### config.mk
export PLATFORM = sky130hd
export DESIGN_NAME = lagarto_l15_req_queue_flat
export DESIGN_NICKNAME = d
export VERILOG_FILES = /design/src/rtl/lagarto_l15_req_queue_if.sv /design/src/rtl/lagarto_l15_req_queue.sv /design/src/flat_wrapper.sv
export SDC_FILE = /design/constraint.sdc
export NUM_CORES = 1
export LEC_CHECK = 0
export CORE_MARGIN = 3
export CORE_UTILIZATION = 45
export DETAILED_ROUTE_END_ITERATION = 7
export PLACE_DENSITY_LB_ADDON = 0.1
export SYNTH_ARGS = -nofsm -noshare
export SYNTH_HDL_FRONTEND = slang
export SYNTH_SLANG_ARGS = --single-unit
### constraint.sdc
create_clock -name clk_i -period 4.4 [get_ports clk_i]
set_input_delay 0.66 -clock clk_i [delete_from_list [all_inputs] [get_ports clk_i]]
set_output_delay 0.66 -clock clk_i [all_outputs]
set_load 0.1 [all_outputs]
### src/rtl/lagarto_l15_req_queue_if.sv
// rtl/lagarto_l15_req_queue_if.sv - L1.5 request/return types and queue port bundle
// The type package lives here so it is always compiled ahead of the interface and the queue.
package wt_cache_pkg;
    typedef struct packed {
        logic        l15_val;
        logic        l15_req_ack;
        logic [4:0]  l15_rqtype;
        logic        l15_nc;
        logic [2:0]  l15_size;
        logic        l15_threadid;
        logic [39:0] l15_address;
        logic [63:0] l15_data;
    } l15_req_t;

    typedef struct packed {
        logic        l15_val;
        logic        l15_ack;
        logic        l15_header_ack;
        logic [3:0]  l15_returntype;
        logic [63:0] l15_data_0;
    } l15_rtrn_t;
endpackage

interface lagarto_l15_req_queue_if #(parameter int Depth = 4);
    import wt_cache_pkg::*;

    l15_req_t                 core_req_i;
    logic                     core_ready_o;
    l15_req_t                 l15_req_o;
    l15_rtrn_t                l15_rtrn_i;
    l15_rtrn_t                core_rtrn_o;
    logic [$clog2(Depth):0]   occupancy_o;
    logic                     timeout_o;

    modport slave (
        input  core_req_i, l15_rtrn_i,
        output core_ready_o, l15_req_o, core_rtrn_o, occupancy_o, timeout_o
    );

    modport master (
        output core_req_i, l15_rtrn_i,
        input  core_ready_o, l15_req_o, core_rtrn_o, occupancy_o, timeout_o
    );
endinterface

### src/rtl/lagarto_l15_req_queue.sv
// rtl/lagarto_l15_req_queue.sv - core-to-L1.5 request FIFO with return passthrough and head watchdog
// The head entry is held stable on l15_req_o until the L1.5 acks it; there is no empty bypass.
module lagarto_l15_req_queue
    import wt_cache_pkg::*;
#(
    parameter int Depth         = 4,
    parameter int TimeoutCycles = 1024
) (
    input  logic                   clk_i,
    input  logic                   rstn_i,
    lagarto_l15_req_queue_if.slave bus
);
    localparam int PtrW = $clog2(Depth);
    localparam int CntW = PtrW + 1;

    l15_req_t        mem_q [Depth];
    l15_req_t        entry;
    logic [PtrW-1:0] rd_q, wr_q;
    logic [CntW-1:0] cnt_q;
    logic            full, empty, push, pop;

    assign full  = (cnt_q == CntW'(Depth));
    assign empty = (cnt_q == '0);

    assign bus.core_ready_o = !full && rstn_i;
    assign push = bus.core_req_i.l15_val && bus.core_ready_o;
    assign pop  = bus.l15_rtrn_i.l15_ack && !empty;

    always_comb begin
        entry             = bus.core_req_i;
        entry.l15_req_ack = 1'b0;
    end

    // Payload storage is intentionally left unreset.
    always_ff @(posedge clk_i) begin
        if (push) begin
            mem_q[wr_q] <= entry;
        end
    end

    always_ff @(posedge clk_i) begin
        if (!rstn_i) begin
            rd_q  <= '0;
            wr_q  <= '0;
            cnt_q <= '0;
        end else begin
            if (push) wr_q <= wr_q + 1'b1;
            if (pop)  rd_q <= rd_q + 1'b1;
            case ({push, pop})
                2'b10:   cnt_q <= cnt_q + 1'b1;
                2'b01:   cnt_q <= cnt_q - 1'b1;
                default: cnt_q <= cnt_q;
            endcase
        end
    end

    always_comb begin
        bus.l15_req_o             = mem_q[rd_q];
        bus.l15_req_o.l15_val     = !empty;
        bus.l15_req_o.l15_req_ack = bus.core_req_i.l15_req_ack;
    end

    assign bus.core_rtrn_o = bus.l15_rtrn_i;
    assign bus.occupancy_o = cnt_q;

    if (TimeoutCycles == 0) begin : g_no_wd
        assign bus.timeout_o = 1'b0;
    end else begin : g_wd
        localparam int WdW = $clog2(TimeoutCycles + 1);
        logic [WdW-1:0] wd_q;
        logic           to_q;

        always_ff @(posedge clk_i) begin
            if (!rstn_i) begin
                wd_q <= '0;
                to_q <= 1'b0;
            end else begin
                if (pop || empty) begin
                    wd_q <= '0;
                end else if (wd_q != WdW'(TimeoutCycles)) begin
                    wd_q <= wd_q + 1'b1;
                end
                if (wd_q == WdW'(TimeoutCycles)) begin
                    to_q <= 1'b1;
                end
            end
        end

        assign bus.timeout_o = to_q;
    end
endmodule
### src/flat_wrapper.sv
// flat-port wrapper written by rule: the top's interface ports become plain ports
module lagarto_l15_req_queue_flat import wt_cache_pkg::*;
#(
    parameter int Depth         = 4,
    parameter int TimeoutCycles = 1024
)
  (clk_i, rstn_i, bus_core_req_i, bus_l15_rtrn_i, bus_core_ready_o, bus_l15_req_o, bus_core_rtrn_o, bus_occupancy_o, bus_timeout_o);
  lagarto_l15_req_queue_if #(.Depth(Depth)) bus_i ();
  input  logic clk_i;
  input  logic rstn_i;
  input wire logic [$bits(bus_i.core_req_i)-1:0] bus_core_req_i;
  input wire logic [$bits(bus_i.l15_rtrn_i)-1:0] bus_l15_rtrn_i;
  output wire logic [$bits(bus_i.core_ready_o)-1:0] bus_core_ready_o;
  output wire logic [$bits(bus_i.l15_req_o)-1:0] bus_l15_req_o;
  output wire logic [$bits(bus_i.core_rtrn_o)-1:0] bus_core_rtrn_o;
  output wire logic [$bits(bus_i.occupancy_o)-1:0] bus_occupancy_o;
  output wire logic [$bits(bus_i.timeout_o)-1:0] bus_timeout_o;
  assign bus_i.core_req_i = bus_core_req_i;
  assign bus_i.l15_rtrn_i = bus_l15_rtrn_i;
  assign bus_core_ready_o = bus_i.core_ready_o;
  assign bus_l15_req_o = bus_i.l15_req_o;
  assign bus_core_rtrn_o = bus_i.core_rtrn_o;
  assign bus_occupancy_o = bus_i.occupancy_o;
  assign bus_timeout_o = bus_i.timeout_o;
  lagarto_l15_req_queue #(.Depth(Depth), .TimeoutCycles(TimeoutCycles)) u_core (.clk_i(clk_i), .rstn_i(rstn_i), .bus(bus_i));
endmodule
==> flow_summary.rst <==
.. list-table::
   :header-rows: 1

   * - Metric
     - Value
   * - Status
     - completed
   * - Post-Synthesis Mean Instance Area
     - 23.0 um2
   * - Gr ovfl total
     - 0
   * - Netlist area before placement
     - 0.0180 mm2
   * - Internal power of the cells
     - 9.09 mW
   * - Global routing usage summed across all routing layers
     - 16.9%
   * - Maximum achievable frequency
     - 271 MHz
   * - Starting utilization of the core area
     - 46.1%
   * - Die extent in y
     - 206 um
   * - EDFF count, synth
     - 456
   * - Clock sink count
     - 477
   * - Root buffer cell
     - clkbuf_16
   * - Hold Crit Class
     - reg2reg
   * - Time the final worst path needs with I/O delays and setup
     - 3690 ps
   * - Clock insertion delay at the later pin of the skew report
     - 560 ps
   * - Net count after synthesis
     - 981
   * - I/O Pins
     - 381
   * - # setup viols final
     - 0
   * - Average via count per standard cell
     - 5.28
   * - Core Box Area
     - 0.0391 mm2
   * - Die outline width
     - 206 um
   * - Hold WS
     - 481 ps
   * - Static Leakage
     - 7.01 nW
   * - H-tree Lvls
     - 2
   * - Worst-path maximum fanout
     - 21
   * - Ratio of cells with drive above 1 in the final layout
     - 27.8%
   * - Routed vias
     - 8,173
   * - Post-CTS repair timing setup buffer count
     - 0
   * - Worst-Margin Slew
     - 1060 ps
   * - Avg WL per Cell
     - 23.3 um
   * - Slack of the worst reg-to-reg path
     - 1980 ps
   * - Part of the total power dissipated in sequential elements
     - 36.3%
   * - Worst-case vdd ir drop
     - 525 uV
   * - Proportion of power drawn by combinational gates
     - 37.2%
   * - Number of distinct library cells after synthesis
     - 40
   * - Number of global-route vias before repair
     - 8,639
   * - Synth async-reset ratio
     - 0%
   * - Critical-path cell with the highest stage delay
     - clkdlybuf4s50_1
   * - Final setup TNS
     - 0 ps
   * - Element type at the critical path start
     - register
   * - Post-DRT Antenna Nets
     - 0
   * - CTS tree
     - built
   * - Family with the most delay on the worst path
     - buffers and inverters
   * - RSZ-0062 raised after global routing
     - no
   * - Arrival time worst endpoint
     - 3030 ps
   * - Net count, final
     - 1,190
   * - Clock share of power
     - 26.5%
   * - Worst Skew
     - 15.0 ps
   * - Endpoint type of the worst setup path
     - primary output
   * - Number of iterations in the first detailed-routing pass
     - 6
   * - Number of register bits inferred by synthesis
     - 477
   * - Finished Core Util
     - 56.4%
   * - TritonCTS Buffers
     - 49
   * - Synthesized instance count
     - 784
   * - Main synth FF type
     - edfxtp_1
   * - Post-CTS clock slew at the launch and capture registers of the worst setup and hold paths
     - 60 ps
   * - Area Overhead vs Synth
     - 22.4%
   * - Share of the cycle needed by the critical path after routing
     - 83.9%
   * - Critical path's largest stage delay
     - 990 ps
   * - Global-route wire length before repair
     - 53,900 um
   * - Pwr/cell area
     - 677 mW/mm2
   * - Standard-cell rows
     - 72
   * - Post-cts resize count
     - 0
   * - Clock tree buffer depth
     - 3
   * - Hold violation total from the final report
     - 0
   * - Power dissipated by switching net loads
     - 5.84 mW
   * - Hold buffer count at CTS
     - 0
   * - Number of design-rule violations left by the first detailed-router iteration
     - 468
   * - Gpl congestion
     - 0.699
   * - Port bufs
     - 238
   * - Max-capacitance violation count
     - 0
   * - Final Routed Wirelength
     - 36,100 um
   * - Rel. slew slack
     - 29.3%
   * - Filler cell count
     - 3,000
   * - Area enclosed by the die boundary
     - 0.0425 mm2
   * - Sequential element share of the synthesized area
     - 78.3%
   * - Critical path required time
     - 3740 ps
   * - # DRC
     - 0
   * - Number of warnings reported in the yosys synthesis log
     - 0
   * - Count of buffer and inverter cells on the critical path
     - 2
   * - Pin count of the biggest net entering global routing
     - 61
   * - Worst-path cell chain
     - buf_12 -> mux4_2 -> clkdlybuf4s50_1
   * - Initial antenna violation count
     - 1
   * - Number of max-slew violations in the final report
     - 0
   * - Critical path start-end classification
     - reg2out
   * - Net switching share of the total power
     - 39.1%
   * - DP Wirelength
     - 22,500 um
[metal layers]
metal,track usage (%),up-vias,routed length (um)
met4,5.45,2,838
met1,23.7,4244,15400
li1,-,3587,-
met2,26.5,265,17400
met5,0,-,13
met3,4.16,75,2430
[state kept, by name, summed over array words and instances (netlist names), named ones only]
register	cells
u_core.bus.occupancy_o	3
u_core.bus.timeout_o	1
u_core.g_wd.wd_q	11
u_core.mem_q	456
u_core.rd_q	2
u_core.wr_q	2
[layout make-up]
type | count | area (um2) | share of cell area, %
Antenna cell | 1 | 2.50 | 0.0114
Clock buffer | 56 | 1250 | 5.68
Clock inverter | 31 | 283 | 1.28
Inverter | 13 | 48.8 | 0.221
Multi-Input combinational cell | 193 | 3170 | 14.4
Sequential cell | 477 | 14100 | 64.1
Tap cell | 518 | 648 | 2.94
Timing Repair Buffer | 259 | 2520 | 11.4
[Yosys cell counts (2+ instances only)]
| cell | count | area, um2 |
|---|---|---|
| clkbuf_1 | 7 | 26.3 |
| edfxtp_1 | 456 | 13700 |
| mux4_2 | 114 | 2570 |
| nand2_1 | 6 | 22.5 |
| and2_1 | 9 | 56.3 |
| o31ai_1 | 3 | 22.5 |
| or3_1 | 5 | 31.3 |
| xnor2_1 | 4 | 35.0 |
| buf_2 | 15 | 75.1 |
| mux2i_1 | 4 | 40.0 |
| inv_1 | 13 | 48.8 |
| a21oi_1 | 3 | 15.0 |
| xor2_1 | 2 | 17.5 |
| buf_4 | 79 | 593 |
| ha_1 | 7 | 87.6 |
| a211oi_1 | 2 | 15.0 |
| o21ai_0 | 6 | 30.0 |
| nand3_1 | 7 | 35.0 |
| dfxtp_1 | 21 | 420 |
[cell usage in the layout, fill, tap and decap left out, types with 5 or more instances in the layout]
master	count
and2_1	5
buf_12	13
buf_4	81
bufinv_16	5
clkbuf_1	7
clkbuf_16	49
clkdlybuf4s50_1	165
clkinv_1	12
clkinv_2	11
dfxtp_1	19
edfxtp_1	456
ha_1	7
inv_1	13
mux4_2	114
nand2_1	6
nand3_1	7
o21ai_0	6
or3_1	5
[power by group through the flow]
stage	combinational (mW)	clock, mW	sequential, mW
6_report	5.55	3.96	5.42
5_1_grt	5.76	4.26	5.45
4_1_cts	5.63	4.08	5.43
3_5_place_dp	5.62	0	5.52
3_3_place_gp	5.62	0	5.52
2_1_floorplan	4.71	0	5.49
[final timing paths]
path	from	end	cells past startpoint
worst max-delay path	register	bus_l15_req_o[58]	3
worst min register to register	u_core.bus.timeout_o	u_core.bus.timeout_o	1
worst max register to register	u_core.bus.occupancy_o[2]	u_core.bus.occupancy_o[2]	9
worst min-delay path	u_core.bus.timeout_o	u_core.bus.timeout_o	1
[metrics by stage]
stage | cell area [um2] | power, mW | instances | setup WS (ps)
final | 22000 | 14.9 | 1548 | 707
after global routing | 22000 | 15.5 | 1547 | 559
after CTS | 22000 | 15.1 | 1547 | 597
after detailed placement | 20500 | 11.1 | 1460 | 1190
after global placement | 20500 | 11.1 | 1460 | 1240
after floorplan | 18000 | 10.2 | 784 | 1090
[kinds of logic (layout without fill, tap and decap cells)]
logic type	after synthesis	in the layout	synth area share [%]
AOI/OAI and AO/OA	21	21	0.799
xor gates and xnor gates	6	6	0.292
adders and majority gates	8	8	0.597
buffers and inverters	114	359	4.13
DFF	477	477	78.3
muxes	118	118	14.5
other	0	1	0
and+or+nand+nor	40	40	1.36
Power figures use the tool's default switching activity.
